===== src/rtl/cdb_arbiter.sv =====
// Common data bus transmitter: buffers functional-unit results in small
// per-source FIFOs and broadcasts one result per cycle, chosen round-robin,
// on a registered CDB that the ROB and reservation stations snoop.

package cdb_pkg;
  typedef struct packed {
    logic        valid;
    logic [4:0]  rd_addr;
    logic [4:0]  rob_idx;
    logic [31:0] data;
  } cdb_t;
endpackage

module cdb_arbiter #(
  parameter int NUM_SRC    = 3,
  parameter int FIFO_DEPTH = 2,
  parameter int ROB_IDX_W  = 5
) (
  input  logic                                clk,
  input  logic                                rst,
  input  logic [NUM_SRC-1:0]                  fu_valid_i,
  output logic [NUM_SRC-1:0]                  fu_ready_o,
  input  logic [NUM_SRC-1:0][4:0]             fu_rd_addr_i,
  input  logic [NUM_SRC-1:0][ROB_IDX_W-1:0]   fu_rob_idx_i,
  input  logic [NUM_SRC-1:0][31:0]            fu_data_i,
  input  logic                                flush_i,
  output cdb_pkg::cdb_t                       cdbus_o,
  output logic [NUM_SRC-1:0]                  grant_o
);

  localparam int PTR_W = (FIFO_DEPTH > 1) ? $clog2(FIFO_DEPTH) : 1;
  localparam int CNT_W = PTR_W + 1;
  localparam int SRC_W = (NUM_SRC > 1) ? $clog2(NUM_SRC) : 1;
  localparam logic [CNT_W-1:0] FULL_CNT = CNT_W'(FIFO_DEPTH);

  typedef struct packed {
    logic [4:0]           rd_addr;
    logic [ROB_IDX_W-1:0] rob_idx;
    logic [31:0]          data;
  } entry_t;

  entry_t             r_mem   [NUM_SRC][FIFO_DEPTH];
  logic [PTR_W-1:0]   r_wrPtr [NUM_SRC];
  logic [PTR_W-1:0]   r_rdPtr [NUM_SRC];
  logic [CNT_W-1:0]   r_count [NUM_SRC];
  logic [SRC_W-1:0]   r_rrPtr;
  cdb_pkg::cdb_t      r_cdbus;
  logic [NUM_SRC-1:0] r_grant;

  logic [NUM_SRC-1:0] w_ready;
  logic [NUM_SRC-1:0] w_push;
  logic [NUM_SRC-1:0] w_pop;
  logic [NUM_SRC-1:0] w_notEmpty;
  logic               w_grantValid;
  logic [SRC_W-1:0]   w_grantIdx;
  entry_t             w_head;

  // Source index reached by stepping 'offset' places up from 'base', wrapping at NUM_SRC.
  function automatic logic [SRC_W-1:0] wrapIdx(input logic [SRC_W-1:0] base, input int offset);
    int sum;
    sum = int'(base) + offset;
    if (sum >= NUM_SRC) sum = sum - NUM_SRC;
    return SRC_W'(sum);
  endfunction

  // Ready depends only on stored counts, flush and reset, so a same-cycle pop never raises it.
  always_comb begin
    w_ready    = '0;
    w_push     = '0;
    w_notEmpty = '0;
    for (int i = 0; i < NUM_SRC; i++) begin
      w_notEmpty[i] = (r_count[i] != '0);
      w_ready[i]    = (r_count[i] != FULL_CNT) && !flush_i && rst;
      w_push[i]     = fu_valid_i[i] && w_ready[i];
    end
  end

  assign fu_ready_o = w_ready;

  // First non-empty FIFO at or above the round-robin pointer, wrapping, wins the bus.
  always_comb begin
    w_grantValid = 1'b0;
    w_grantIdx   = '0;
    for (int k = 0; k < NUM_SRC; k++) begin
      if (!w_grantValid && w_notEmpty[wrapIdx(r_rrPtr, k)]) begin
        w_grantValid = 1'b1;
        w_grantIdx   = wrapIdx(r_rrPtr, k);
      end
    end
  end

  // The winner's head entry is popped at the edge it is broadcast on.
  always_comb begin
    w_pop  = '0;
    w_head = r_mem[w_grantIdx][r_rdPtr[w_grantIdx]];
    for (int i = 0; i < NUM_SRC; i++) begin
      w_pop[i] = w_grantValid && (w_grantIdx == SRC_W'(i));
    end
  end

  // FIFO pointers and occupancy; flush empties every FIFO ahead of any push or pop.
  always_ff @(posedge clk or negedge rst) begin
    if (!rst) begin
      for (int i = 0; i < NUM_SRC; i++) begin
        r_wrPtr[i] <= '0;
        r_rdPtr[i] <= '0;
        r_count[i] <= '0;
      end
    end else if (flush_i) begin
      for (int i = 0; i < NUM_SRC; i++) begin
        r_wrPtr[i] <= '0;
        r_rdPtr[i] <= '0;
        r_count[i] <= '0;
      end
    end else begin
      for (int i = 0; i < NUM_SRC; i++) begin
        if (w_push[i]) r_wrPtr[i] <= r_wrPtr[i] + PTR_W'(1);
        if (w_pop[i])  r_rdPtr[i] <= r_rdPtr[i] + PTR_W'(1);
        case ({w_push[i], w_pop[i]})
          2'b10:   r_count[i] <= r_count[i] + CNT_W'(1);
          2'b01:   r_count[i] <= r_count[i] - CNT_W'(1);
          default: r_count[i] <= r_count[i];
        endcase
      end
    end
  end

  // FIFO storage needs no reset: an entry is only read after it has been written.
  always_ff @(posedge clk) begin
    for (int i = 0; i < NUM_SRC; i++) begin
      if (w_push[i]) r_mem[i][r_wrPtr[i]] <= {fu_rd_addr_i[i], fu_rob_idx_i[i], fu_data_i[i]};
    end
  end

  // Registered broadcast and priority rotation; idle cycles clear only valid and grant.
  always_ff @(posedge clk or negedge rst) begin
    if (!rst) begin
      r_rrPtr <= '0;
      r_cdbus <= '0;
      r_grant <= '0;
    end else if (flush_i) begin
      r_rrPtr       <= '0;
      r_cdbus.valid <= 1'b0;
      r_grant       <= '0;
    end else if (w_grantValid) begin
      r_rrPtr         <= (w_grantIdx == SRC_W'(NUM_SRC - 1)) ? '0 : w_grantIdx + SRC_W'(1);
      r_cdbus.valid   <= 1'b1;
      r_cdbus.rd_addr <= w_head.rd_addr;
      r_cdbus.rob_idx <= 5'(w_head.rob_idx);
      r_cdbus.data    <= w_head.data;
      r_grant         <= NUM_SRC'(1) << w_grantIdx;
    end else begin
      r_cdbus.valid <= 1'b0;
      r_grant       <= '0;
    end
  end

  assign cdbus_o = r_cdbus;
  assign grant_o = r_grant;

endmodule


===== config.mk =====
export PLATFORM = sky130hd
export DESIGN_NAME = cdb_arbiter
export DESIGN_NICKNAME = d
export VERILOG_FILES = /design/src/rtl/cdb_arbiter.sv
export SDC_FILE = /design/constraint.sdc
export NUM_CORES = 1
export LEC_CHECK = 0
export CAP_MARGIN = 5
export CORE_MARGIN = 2
export CORE_UTILIZATION = 40
export CTS_CLUSTER_SIZE = 20
export DETAILED_ROUTE_END_ITERATION = 10
export DONT_BUFFER_PORTS = 1
export SYNTH_ARGS = -nofsm -noshare
export SYNTH_HDL_FRONTEND = slang
export SYNTH_SLANG_ARGS = --single-unit

===== constraint.sdc =====
create_clock -name clk -period 7 [get_ports clk]
set_input_delay 0.7 -clock clk [delete_from_list [all_inputs] [get_ports clk]]
set_output_delay 0.7 -clock clk [all_outputs]
set_load 0.005 [all_outputs]

==> Word level (Yosys, flattened, before mapping) <==
Memory sizes are Yosys's and may differ from the RTL's.
Cells that the tools add are included.
{ "totals": {"reg_bits": 60, "mem_bits_rw": 252, "in_bits": 132, "out_inout_bits": 49, "word_cells": 153, "memories": 1} }
{ "classes": {"add_sub_neg": 18, "order_cmp": 14, "n_eq_ne": 11, "n_shift": 1, "mux": 52, "n_bitwise": 6, "n_reduce_logical": 35} }
{ "mem_list": {"columns": ["name", "depth", "width", "rd", "rd_clocked_by_memory_dff", "write_ports", "line", "text"], "rows": [
  ["r_mem", 3, 84, 1, 0, 3, "42", "entry_t r_mem [NUM_SRC][FIFO_DEPTH];"]
]} }
{ "op_table": {"columns": ["op", "n"], "rows": [
  ["$mux 42", 6],
  ["$mux 84", 3],
  ["$demux 42 s1", 3],
  ["$reduce_bool 2->1", 10],
  ["$mux 1", 19],
  ["$mux 2", 9],
  ["$logic_and 1x1->1", 17],
  ["$mux 3", 4],
  ["$pmux 2 s2", 3],
  ["$ge 2x2->1 const B", 5],
  ["$lt 2x3->1 const B", 3],
  ["$reduce_bool 3->1", 3],
  ["$add 2x1->2 const B", 4],
  ["$bmux 1 s2", 4],
  ["$eq 2x1->1 const B", 4],
  ["$eq 2x2->1 const B", 4],
  ["$not 1->2", 4],
  ["$add 1x1->1 const B", 6],
  ["$ge 3x2->1 const B", 2],
  ["$lt 2x1->1 const B", 3],
  ["$mux 6", 1],
  ["$ne 2x2->1 const B", 3],
  ["$sub 2x1->2 const B", 3],
  ["$sub 2x2->2 const B", 3],
  ["9 further kinds", 11]
]} }

==> Longest topological paths before layout <==
Gate-level depths: netlist of the first run.
{ "logic_depth": {"ltp_word": 19, "depth_mapped": 13, "depth_no_buf": 10} }

==> Least setup slack after synthesis of the first run <==
Ideal clock, no wire load.
{ "synth_path": {"path_kind": "input to register", "from": "input port flush_i", "to": "memory r_mem[2][0] in the netlist's numbering, enable pin", "setup_ns": 0.442, "t_arrival_ns": 3.208, "path_slack_ns": 3.350, "stages": 5, "path_cell_list": "clkbuf_1 -> nand2b_1 -> a21oi_1 -> nand2_1 -> nor2_1"} }
{ "synth_rtl": {"columns": ["item", "line", "text"], "rows": [
  ["from (decl)", "26", "input logic flush_i,"],
  ["to (decl)", "42", null]
]} }

==> Worst setup path in the final report of the first run <==
{ "layout_path": {"from": "register r_rrPtr[0]", "to": "register r_cdbus, in the netlist cdbus_o[3]"} }
{ "layout_via": {"elab_chain_len": 19, "elab_cells_between_ends": 37, "cone_classes": "add/sub (5); order compare (3); mux (21); bitwise (2); reduce/logical (5); memory (1)"} }
{ "layout_lines": {"columns": ["item", "line", "text"], "rows": [
  ["from (decl)", "46", "logic [SRC_W-1:0] r_rrPtr;"],
  ["from (signal assigned)", "146", "r_rrPtr <= (w_grantIdx == SRC_W'(NUM_SRC - 1)) ? '0 : w_grantIdx + SRC_W'(1);"],
  ["parallel branches: the longest is 19 deep, another holds $add 2x1->3", null, null],
  ["to (decl)", "47", "cdb_pkg::cdb_t r_cdbus;"]
]} }
Parallel ways; which one is timed is not known. The select of a mux whose other input is x is not followed.
A chain may end at the register's enable or synchronous reset.

==> results of run 1 <==
worst register-to-register path, delay by kind of cell (launching register included):
kind	cells	cell delay, ps
and+or+nand+nor	1	870
DFF	1	370
AOI/OAI and AO/OA	6	1830
buffers and inverters	2	480
adders and majority gates	1	440
per-layer routing:
| layer | up-vias | wire, um |
|---|---|---|
| met4 | 0 | 610 |
| li1 | 3171 | - |
| met3 | 49 | 2890 |
| met1 | 3461 | 11600 |
| met5 | - | 0 |
| met2 | 211 | 13400 |
cell usage in the layout (no fill, tap or decap), types with 3 or more instances in the layout:
master      instances
a21oi_1             7
a221o_1            42
a311oi_1           40
a31oi_1            42
buf_4              12
bufinv_16           3
clkbuf_1           10
clkbuf_16          36
clkinv_2            5
clkinvlp_4          4
dfrtp_1            60
edfxtp_1          252
ha_1                3
inv_1              10
mux2i_1             3
nand2_1           174
nor2_1            105
nor2_4              6
xnor2_1            13
sequential cells by signal, summed over array words and instances, names as in the netlist:
register	flops
r_rrPtr	2
grant_o	3
r_wrPtr	3
r_mem	252
r_rdPtr	3
r_count	6
cdbus_o	43
power breakdown:
part | leakage (nW) | internal (mW) | switching (mW)
clock | 0.547 | 1.08 | 0.720
sequential | 3.05 | 2.24 | 0.182
combinational | 1.11 | 0.721 | 1.25
total | 4.71 | 4.04 | 2.15
timing repair:
| action | 4_1_cts | 5_1_grt |
|---|---|---|
| endpoints found under the hold margin | 60 | 0 |
| setup buffers | 0 | 0 |
| setup endpoints to repair | 0 | 0 |
| hold buffers | 1 | 0 |
final cells by class:
| cell class | count | area (um2) |
|---|---|---|
| sequential | 312 | 9070 |
| antenna | 2 | 5.00 |
| multi-input combinational | 474 | 2700 |
| timing repair buffer | 13 | 118 |
| fill | 2616 | 16200 |
| clock buffer | 47 | 952 |
| clock inverter | 17 | 191 |
| tap | 390 | 488 |
| inverter | 10 | 37.5 |
final timing paths:
path                                        startpoint                      end  depth (start not counted)
worst max-delay path            r_rrPtr[0]$_DFFE_PN0P_   cdbus_o[3]$_DFFE_PN0P_                         10
worst min-delay path                               rst  cdbus_o[33]$_DFFE_PN0P_                          1
worst max register to register  r_rrPtr[0]$_DFFE_PN0P_   cdbus_o[3]$_DFFE_PN0P_                         10
worst min register to register  r_rdPtr[0]$_DFFE_PN0P_   r_rdPtr[0]$_DFFE_PN0P_                          2
max in group asynchronous                          rst   cdbus_o[3]$_DFFE_PN0P_                          1
min in group clk                               flush_i   r_rrPtr[1]$_DFFE_PN0P_                          1
kinds of logic (layout without fill, tap and decap cells):
| logic type | count (synthesis) | after routing | synth area share [%] |
|---|---|---|---|
| xor+xnor | 15 | 15 | 1.09 |
| compound gates | 150 | 150 | 10.4 |
| other cells | 0 | 2 | 0 |
| simple gates | 303 | 303 | 9.83 |
| mux | 3 | 3 | 0.249 |
| buf+inv | 66 | 87 | 3.05 |
| flops | 312 | 312 | 75.1 |
| fa+ha+maj | 3 | 3 | 0.311 |
==> qor.tcl, run 1 <==
set qor(tritoncts_num_sinks) 312
set qor(timing_worst_setup_path_type) {reg -> reg}
set qor(util_after_layout_pct) 45.6
set qor(worstPathBufferInverterCount) 2
set qor(dieHeight_um) 178
set qor(detailedPlacementHpwl_um) 15700
set qor(finalSetupViolCount) 0
set qor(grt_overflow) 0
set qor(detailedRoute.firstIterationViolations) 440
set qor(ant_nets) 0
set qor(clock_path_buffers) 3
set qor(hold_slack_ps) 78.6
set qor(clock_network_latency_to_the_later_pin_of_the_worst_skew_pair_ps) 510
set qor(synth_warnings) 0
set qor(timing.critical_path.to_type) {register}
set qor(postSynthCellCount) 852
set qor(p_leak_nw) 4.71
set qor(finalInstanceArea_um2) 13600
set qor(global_route.peak_usage_layer) {met2}
set qor(count_of_non_filler_cells_in_the_finished_layout) 1265
set qor(clk_transition_reported_paths_ps) 60
set qor(tritonroute_pass_1_iters) 4
set qor(netlist-cell-type-count) 44
set qor(vias_per_cell) 5.45
set qor(post-route-worst-setup-slack_ps) 2940
set qor(pre_cts_slack_ps) 2870
set qor(max-slew-margin-rel_pct) 24.8
set qor(io_pins) 181
set qor(critical_path_slowest_stage_cell) {or2_4}
set qor(critical_path.startpoint_type) {register}
set qor(power.ir.vdd_worst_mv) 0.274
set qor(die_width_um) 178
set qor(grt_antenna_before_repair) 2
set qor(worstPathArrival_ps) 4500
set qor(first_pass_grt_wire_length_um) 42200
set qor(place_area_um2) 12400
set qor(finalHoldViolations) 0
set qor(synth.most_common_cell) {edfxtp_1}
set qor(synth_area_per_cell_um2) 14.2
set qor(dpl.cell_count) 1198
set qor(unrepaired_setup_endpoints_after_global_routing) {false}
set qor(synth-seq-cells) 312
set qor(groute.layer.met1.usage_pct) 22.2
set qor(synth_top_cell_by_area) {edfxtp_1}
set qor(initial_core_util_pct) 40.7
set qor(timing.reg2reg.setup_slack_ps) 2940
set qor(synthToLayoutAreaGrowth_pct) 12.2
set qor(drc_viols) 0
set qor(floorplan.core_area_um2) 29700
set qor(place.gp.congestion) 0.787
set qor(worst_path_dominant_cell_family) {compound AO/OA/AOI/OAI gates}
set qor(synth_seq_area_share_pct) 75.1
set qor(track_usage_pct) 18.1
set qor(cts_resized) 0
set qor(hold_path.class) {in -> async}
set qor(cts_htree_levels) 2
set qor(synth_largest_type_area_fraction_pct) 62.6
set qor(cp_data_required_time_ps) 7440
set qor(timing.final.crit_share_pct) 58.0
set qor(run_status) {finished, final reports clean}
set qor(layout-drive-gt1-share_pct) 9.51
set qor(maxCapViolations) 0
set qor(count_of_flip_flops_with_a_built_in_enable_after_synthesis) 252
set qor(fin_worst_skew_ps) 18.6
set qor(timing.critical_path.slowest_cell_delay_ps) 870
set qor(cts_buffers) 35
set qor(fin_nets) 981
set qor(gr-usage-met2_pct) 28.9
set qor(total_power_mw) 6.19
set qor(synth.top_cells.by_count) {252 x edfxtp_1, 174 x nand2_1, 110 x nor2_1}
set qor(placement_rows) 63
set qor(critical_path.max_fanout) 86
set qor(finalWirelength_um) 28500
set qor(tritoncts) {built}
set qor(first_global_vias) 6931
set qor(synth_async_sr_flop_share_pct) 19.2
set qor(wl_per_cell_um) 22.5
set qor(report.final.slew_viol_count) 0
set qor(synth-main-ff-cell) {edfxtp_1}
set qor(netlist_area_um2) 12100
set qor(grt_start_max_net_pins) 114
set qor(yosys-top-cells-area) {edfxtp_1 63%, dfrtp_1 12%, nand2_1 5.4%}
set qor(power.density_nw_per_um2) 457
set qor(placement.io_buffers) 0
set qor(crit_chain) {inv_1 -> ha_1 -> a2bb2oi_1 -> a2111o_1 -> a211oi_2 -> or2_4 -> o221ai_4 -> buf_4 -> a311oi_1 -> a221o_1}
set qor(layout_min_cycle_time_ps) 4060
set qor(max_freq_mhz) 246
set qor(tns_setup_ps) 0
set qor(tightestPinTransition_ps) 1130
set qor(die_area_um2) 31600
set qor(grt_util_met3_pct) 8.18
set qor(route.vias.total) 6892
set qor(cts-root-buf) {clkbuf_16}
set qor(syn_nets) 987
Note: power is estimated with default switching activity, not from simulation.
==> run 2, diff against run 1 <==
==> constraint.sdc (replaced) <==
create_clock -name clk -period 3.5 [get_ports clk]
set_input_delay 0.35 -clock clk [delete_from_list [all_inputs] [get_ports clk]]
set_output_delay 0.35 -clock clk [all_outputs]
set_load 0.005 [all_outputs]
==> run 2 against run 1 <==
  * Flip-flop and latch count did not move
  * Worst setup slack got worse by 2800 ps
  * Worst hold slack improved by 140 ps
  * Global-route usage rose by 1.1 points
  * Register-to-register slack got worse by 2800 ps
  * Power rose by 110%
  * Critical path type unchanged
  * Highest routed layer unchanged
==> qor.tcl, run 2 (same netlist as run 1, synthesis figures left out) <==
set qor(crit_chain) {inv_1 -> ha_1 -> a2bb2oi_1 -> a2111o_1 -> a211oi_2 -> buf_4 -> or2_4 -> buf_4 -> o221ai_4 -> buf_12 -> a311oi_1 -> a221o_1}
set qor(largest_register_ffs) 252
set qor(cp_data_required_time_ps) 3950
set qor(util_after_layout_pct) 50.5
set qor(synthToLayoutAreaGrowth_pct) 24.2
set qor(cts-root-buf) {clkbuf_16}
set qor(timing.critical_path.to_type) {register}
set qor(vias_per_cell) 5.36
set qor(first_global_vias) 7524
set qor(grt_antenna_before_repair) 1
set qor(io_pins) 181
set qor(finalInstanceArea_um2) 15000
set qor(fin_nets) 1123
set qor(maxCapViolations) 0
set qor(finalSetupViolCount) 0
set qor(power.density_nw_per_um2) 858
set qor(drc_viols) 0
set qor(initial_core_util_pct) 40.7
set qor(worstPathArrival_ps) 3790
set qor(critical_path.max_fanout) 33
set qor(fin_worst_skew_ps) 24.8
set qor(layout.cells.most_common_list) {252 x edfxtp_1, 174 x nand2_1, 128 x dlygate4sd3_1}
set qor(grt_start_max_net_pins) 171
set qor(finalWirelength_um) 31100
set qor(run_status) {finished, final reports clean}
set qor(placement_rows) 63
set qor(track_usage_pct) 19.2
set qor(unrepaired_setup_endpoints_after_global_routing) {false}
set qor(worstPathBufferInverterCount) 4
set qor(max-slew-margin-rel_pct) 37.1
set qor(tritoncts_num_sinks) 312
set qor(timing.critical_path.slowest_cell_delay_ps) 450
set qor(finalHoldViolations) 0
set qor(p_leak_nw) 5.34
set qor(tritonroute_pass_1_iters) 5
set qor(die_width_um) 178
set qor(detailedPlacementHpwl_um) 16300
set qor(critical_path.startpoint_type) {register}
set qor(floorplan.core_area_um2) 29700
set qor(fill_cells) 2522
set qor(place_area_um2) 12500
set qor(clk_transition_reported_paths_ps) 60
set qor(tritoncts) {built}
set qor(dieHeight_um) 178
set qor(timing_worst_setup_path_type) {reg -> reg}
set qor(power.ir.vdd_worst_mv) 0.898
set qor(placement.io_buffers) 0
set qor(layout_min_cycle_time_ps) 3340
set qor(layout-drive-gt1-share_pct) 9.26
set qor(tightestPinTransition_ps) 942
set qor(final_common_cell) {edfxtp_1}
set qor(hold_slack_ps) 222
set qor(grt_overflow) 0
set qor(timing.final.crit_share_pct) 95.4
set qor(cts_htree_levels) 2
set qor(report.final.slew_viol_count) 0
set qor(timing.critical_path.mode_cell) {buf_4}
set qor(wl_per_cell_um) 22.1
set qor(worst_path_dominant_cell_family) {compound AO/OA/AOI/OAI gates}
set qor(max_freq_mhz) 300
set qor(tns_setup_ps) 0
set qor(place.gp.congestion) 0.782
set qor(first_pass_grt_wire_length_um) 44900
set qor(cts_buffers) 35
set qor(clock_path_buffers) 3
set qor(detailedRoute.firstIterationViolations) 465
set qor(route.vias.total) 7545
set qor(critical_path_slowest_stage_cell) {a2111o_1}
set qor(die_area_um2) 31600
set qor(hold_path.class) {in -> reg}
set qor(clock_network_latency_to_the_later_pin_of_the_worst_skew_pair_ps) 520
set qor(ant_nets) 0
[run 2: changes by cell type in the layout (fill, tap and decap cells not counted), sizes merged]
cell / previous run / this run
buf: 13 / 25
clkbuf: 47 / 45
dlygate4sd3: 0 / 128
nor2: 111 / 113
clkinv: 8 / 13
clkinvlp: 4 / 1
[run 2: worst paths after layout]
check / from / endpoint / slack, ps / cells after the start
setup / recovery: r_rrPtr[0]$_DFFE_PN0P_ / cdbus_o[14]$_DFFE_PN0P_ / 160 / 12
setup reg to reg: r_rrPtr[0]$_DFFE_PN0P_ / cdbus_o[14]$_DFFE_PN0P_ / 160 / 12
max in group asynchronous: rst / cdbus_o[5]$_DFFE_PN0P_ / 2770 / 2
hold / removal: fu_valid_i[1] / r_wrPtr[1]$_DFFE_PN0P_ / 220 / 3
min in group asynchronous: rst / cdbus_o[26]$_DFFE_PN0P_ / 440 / 2
hold reg to reg: cdbus_o[40]$_DFFE_PN0P_ / cdbus_o[40]$_DFFE_PN0P_ / 550 / 1
[run 2: timing repair]
item | CTS | global route
hold buffers | 129 | 0
setup endpoints to repair | 0 | 18
gates resized for setup | 0 | 1
hold endpoints to repair | 329 | 0
setup buffers | 0 | 0
[run 2: stage by stage]
stage | worst slack (ps) | total power, mW | std cells
2_1_floorplan | 200 | 8.06 | 852
3_3_place_gp | 132 | 9.07 | 1210
3_5_place_dp | 38.4 | 9.16 | 1210
5_1_grt | 0.734 | 13.6 | 1405
4_1_cts | 20.9 | 12.9 | 1403
6_report | 162 | 12.9 | 1407
[run 2: power breakdown]
group	internal [mW]	switching (mW)
Combinational	1.72	2.73
Clock	2.14	1.44
Sequential	4.48	0.363
Total	8.34	4.54
[run 2: worst register-to-register path: stages (launching register included)]
cell and delay [ps]:
dfrtp_1 370, inv_1 70, ha_1 440, a2bb2oi_1 140, a2111o_1 450, a211oi_2 320
buf_4 210, or2_4 140, buf_4 270, o221ai_4 150, buf_12 210, a311oi_1 330
a221o_1 170
[run 2: routing by layer]
layer | wire length [um] | up-vias | track usage (%) | part of all wire [%]
met5 | 0 | - | 0 | 0
met4 | 613 | 0 | 5.43 | 2.0
met3 | 2250 | 50 | 4.84 | 7.2
met2 | 14800 | 268 | 31.1 | 48
met1 | 13400 | 3764 | 25.6 | 43
li1 | - | 3463 | - | -
[run 2: final cells by class]
type                            count  area [um2]  area share, %
Tap cell                          390         488           3.25
Clock inverter                     19         186           1.24
Timing Repair Buffer              153        1560           10.4
Inverter                           10        37.5          0.250
Sequential cell                   312        9070           60.4
Antenna cell                        2        5.00         0.0333
Multi-Input combinational cell    476        2720           18.1
Clock buffer                       45         945           6.29
==> run 3, diff against run 2 <==
--- a/config.mk
+++ b/config.mk
@@ -11,6 +11,7 @@
 export CTS_CLUSTER_SIZE = 20
 export DETAILED_ROUTE_END_ITERATION = 10
 export DONT_BUFFER_PORTS = 1
+export SLEW_MARGIN = 25
 export SYNTH_ARGS = -nofsm -noshare
 export SYNTH_HDL_FRONTEND = slang
 export SYNTH_SLANG_ARGS = --single-unit
==> run 3 against run 2 <==
  * Cell count about the same
  * First-iteration DRC count up 5.2%
  * Clock power about the same
  * Combinational power about the same
  * Register-to-register slack worse by 20 ps
  * Via count up 0.38%
  * Worst hold slack worse by 54 ps
  * Clock skew up 3.9 ps
  * Worst setup slack worse by 25 ps
  * Sequential power about the same
  * Critical path depth unchanged
  * Utilization up 0.055 points
  * Largest cell class unchanged
  * Largest power group unchanged
==> qor.tcl, run 3 (same netlist as run 1, synthesis figures left out) <==
set qor(report.final.slew_viol_count) 0
set qor(ant_nets) 0
set qor(detailedPlacementHpwl_um) 16300
set qor(synthToLayoutAreaGrowth_pct) 24.4
set qor(critical_path.startpoint_type) {register}
set qor(worstPathBufferInverterCount) 4
set qor(clock_path_buffers) 3
set qor(crit_chain) {inv_1 -> ha_1 -> a2bb2oi_1 -> a2111o_1 -> a211oi_2 -> buf_4 -> or2_4 -> buf_4 -> o221ai_4 -> buf_12 -> a311oi_1 -> a221o_1}
set qor(wl_per_cell_um) 21.8
set qor(timing_worst_setup_path_type) {reg -> reg}
set qor(layout.cells.most_common_list) {252 x edfxtp_1, 174 x nand2_1, 128 x dlygate4sd3_1}
set qor(tightestPinTransition_ps) 972
set qor(die_width_um) 178
set qor(placement_rows) 63
set qor(fin_worst_skew_ps) 28.8
set qor(first_global_vias) 7524
set qor(grt_start_max_net_pins) 171
set qor(critical_path.max_fanout) 33
set qor(finalWirelength_um) 30600
set qor(final_common_cell) {edfxtp_1}
set qor(power.ir.vdd_worst_mv) 0.899
set qor(tritoncts) {built}
set qor(critical_path_slowest_stage_cell) {a2111o_1}
set qor(drc_viols) 0
set qor(first_pass_grt_wire_length_um) 44900
set qor(finalInstanceArea_um2) 15000
set qor(detailedRoute.firstIterationViolations) 489
set qor(dieHeight_um) 178
set qor(clock_network_latency_to_the_later_pin_of_the_worst_skew_pair_ps) 520
set qor(cts-root-buf) {clkbuf_16}
set qor(cts_htree_levels) 2
set qor(max-slew-margin-rel_pct) 35.1
set qor(finalHoldViolations) 0
set qor(timing.critical_path.mode_cell) {buf_4}
set qor(cts_resized) 0
set qor(timing.critical_path.to_type) {register}
set qor(hold_path.class) {in -> reg}
set qor(tritoncts_num_sinks) 312
set qor(max_freq_mhz) 297
set qor(fin_nets) 1125
set qor(power.density_nw_per_um2) 856
set qor(layout_min_cycle_time_ps) 3360
set qor(track_usage_pct) 19.2
set qor(placement.io_buffers) 0
set qor(layout-drive-gt1-share_pct) 9.44
set qor(vias_per_cell) 5.38
set qor(run_status) {finished, final reports clean}
set qor(largest_register_ffs) 252
set qor(place.gp.congestion) 0.782
set qor(grt_overflow) 0
set qor(initial_core_util_pct) 40.7
set qor(timing.final.crit_share_pct) 96.1
set qor(worstPathArrival_ps) 3820
set qor(finalSetupViolCount) 0
set qor(floorplan.core_area_um2) 29700
set qor(route.vias.total) 7574
set qor(grt_antenna_before_repair) 1
set qor(tritonroute_pass_1_iters) 7
set qor(io_pins) 181
set qor(util_after_layout_pct) 50.6
set qor(die_area_um2) 31600
set qor(tns_setup_ps) 0
set qor(p_leak_nw) 5.35
set qor(clk_transition_reported_paths_ps) 60
set qor(place_area_um2) 12500
set qor(cp_data_required_time_ps) 3950
set qor(maxCapViolations) 0
set qor(worst_path_dominant_cell_family) {compound AO/OA/AOI/OAI gates}
set qor(timing.critical_path.slowest_cell_delay_ps) 450
set qor(cts_buffers) 35
[run 3: per-layer routing]
metal / track usage [%] / vias to the layer above / wire length, um
met3: 4.84 / 57 / 2220
met2: 31.1 / 292 / 14600
met4: 5.43 / 0 / 634
met5: 0 / - / 0
met1: 25.6 / 3760 / 13200
li1: - / 3465 / -
[run 3: per-stage QoR]
step                total power [mW]  hold slack (ps)  cells  setup WS (ps)
CTS                             12.9              139   1403           20.9
global route                    13.6              164   1407          -26.1
global placement                9.07             56.2   1210            132
floorplan                       8.06             54.4    852            200
detailed placement              9.16             55.9   1210           38.4
finish                          12.9              168   1408            137
[run 3: cell type report]
| class | instances | area [um2] |
|---|---|---|
| clock buffer | 45 | 945 |
| tap | 390 | 488 |
| fill | 2519 | 14700 |
| inverter | 10 | 37.5 |
| multi-input combinational | 475 | 2710 |
| sequential | 312 | 9070 |
| timing repair buffer | 156 | 1590 |
| antenna | 1 | 2.50 |
| clock inverter | 19 | 186 |
[run 3: worst paths after layout]
| kind | slack (ps) | cells past startpoint | to | startpoint |
|---|---|---|---|---|
| min reg2reg | 540 | 1 | cdbus_o[40]$_DFFE_PN0P_ | cdbus_o[40]$_DFFE_PN0P_ |
| max reg2reg | 140 | 12 | cdbus_o[14]$_DFFE_PN0P_ | r_rrPtr[0]$_DFFE_PN0P_ |
| max | 140 | 12 | cdbus_o[14]$_DFFE_PN0P_ | r_rrPtr[0]$_DFFE_PN0P_ |
| min | 170 | 2 | cdbus_o[42]$_DFF_PN0_ | flush_i |
| min in group asynchronous | 440 | 2 | cdbus_o[26]$_DFFE_PN0P_ | rst |
| max in group asynchronous | 2780 | 2 | cdbus_o[5]$_DFFE_PN0P_ | rst |
[run 3: repair_timing]
item                                    4_1_cts  5_1_grt
hold buffers                                129        0
buffers inserted                              0        2
endpoints found under the setup margin        0       10
hold endpoints to repair                    329        0
[run 3: where the power goes]
group / internal (mW) / switching (mW)
clock network: 2.14 / 1.45
logic: 1.74 / 2.69
registers: 4.48 / 0.364
total: 8.36 / 4.51
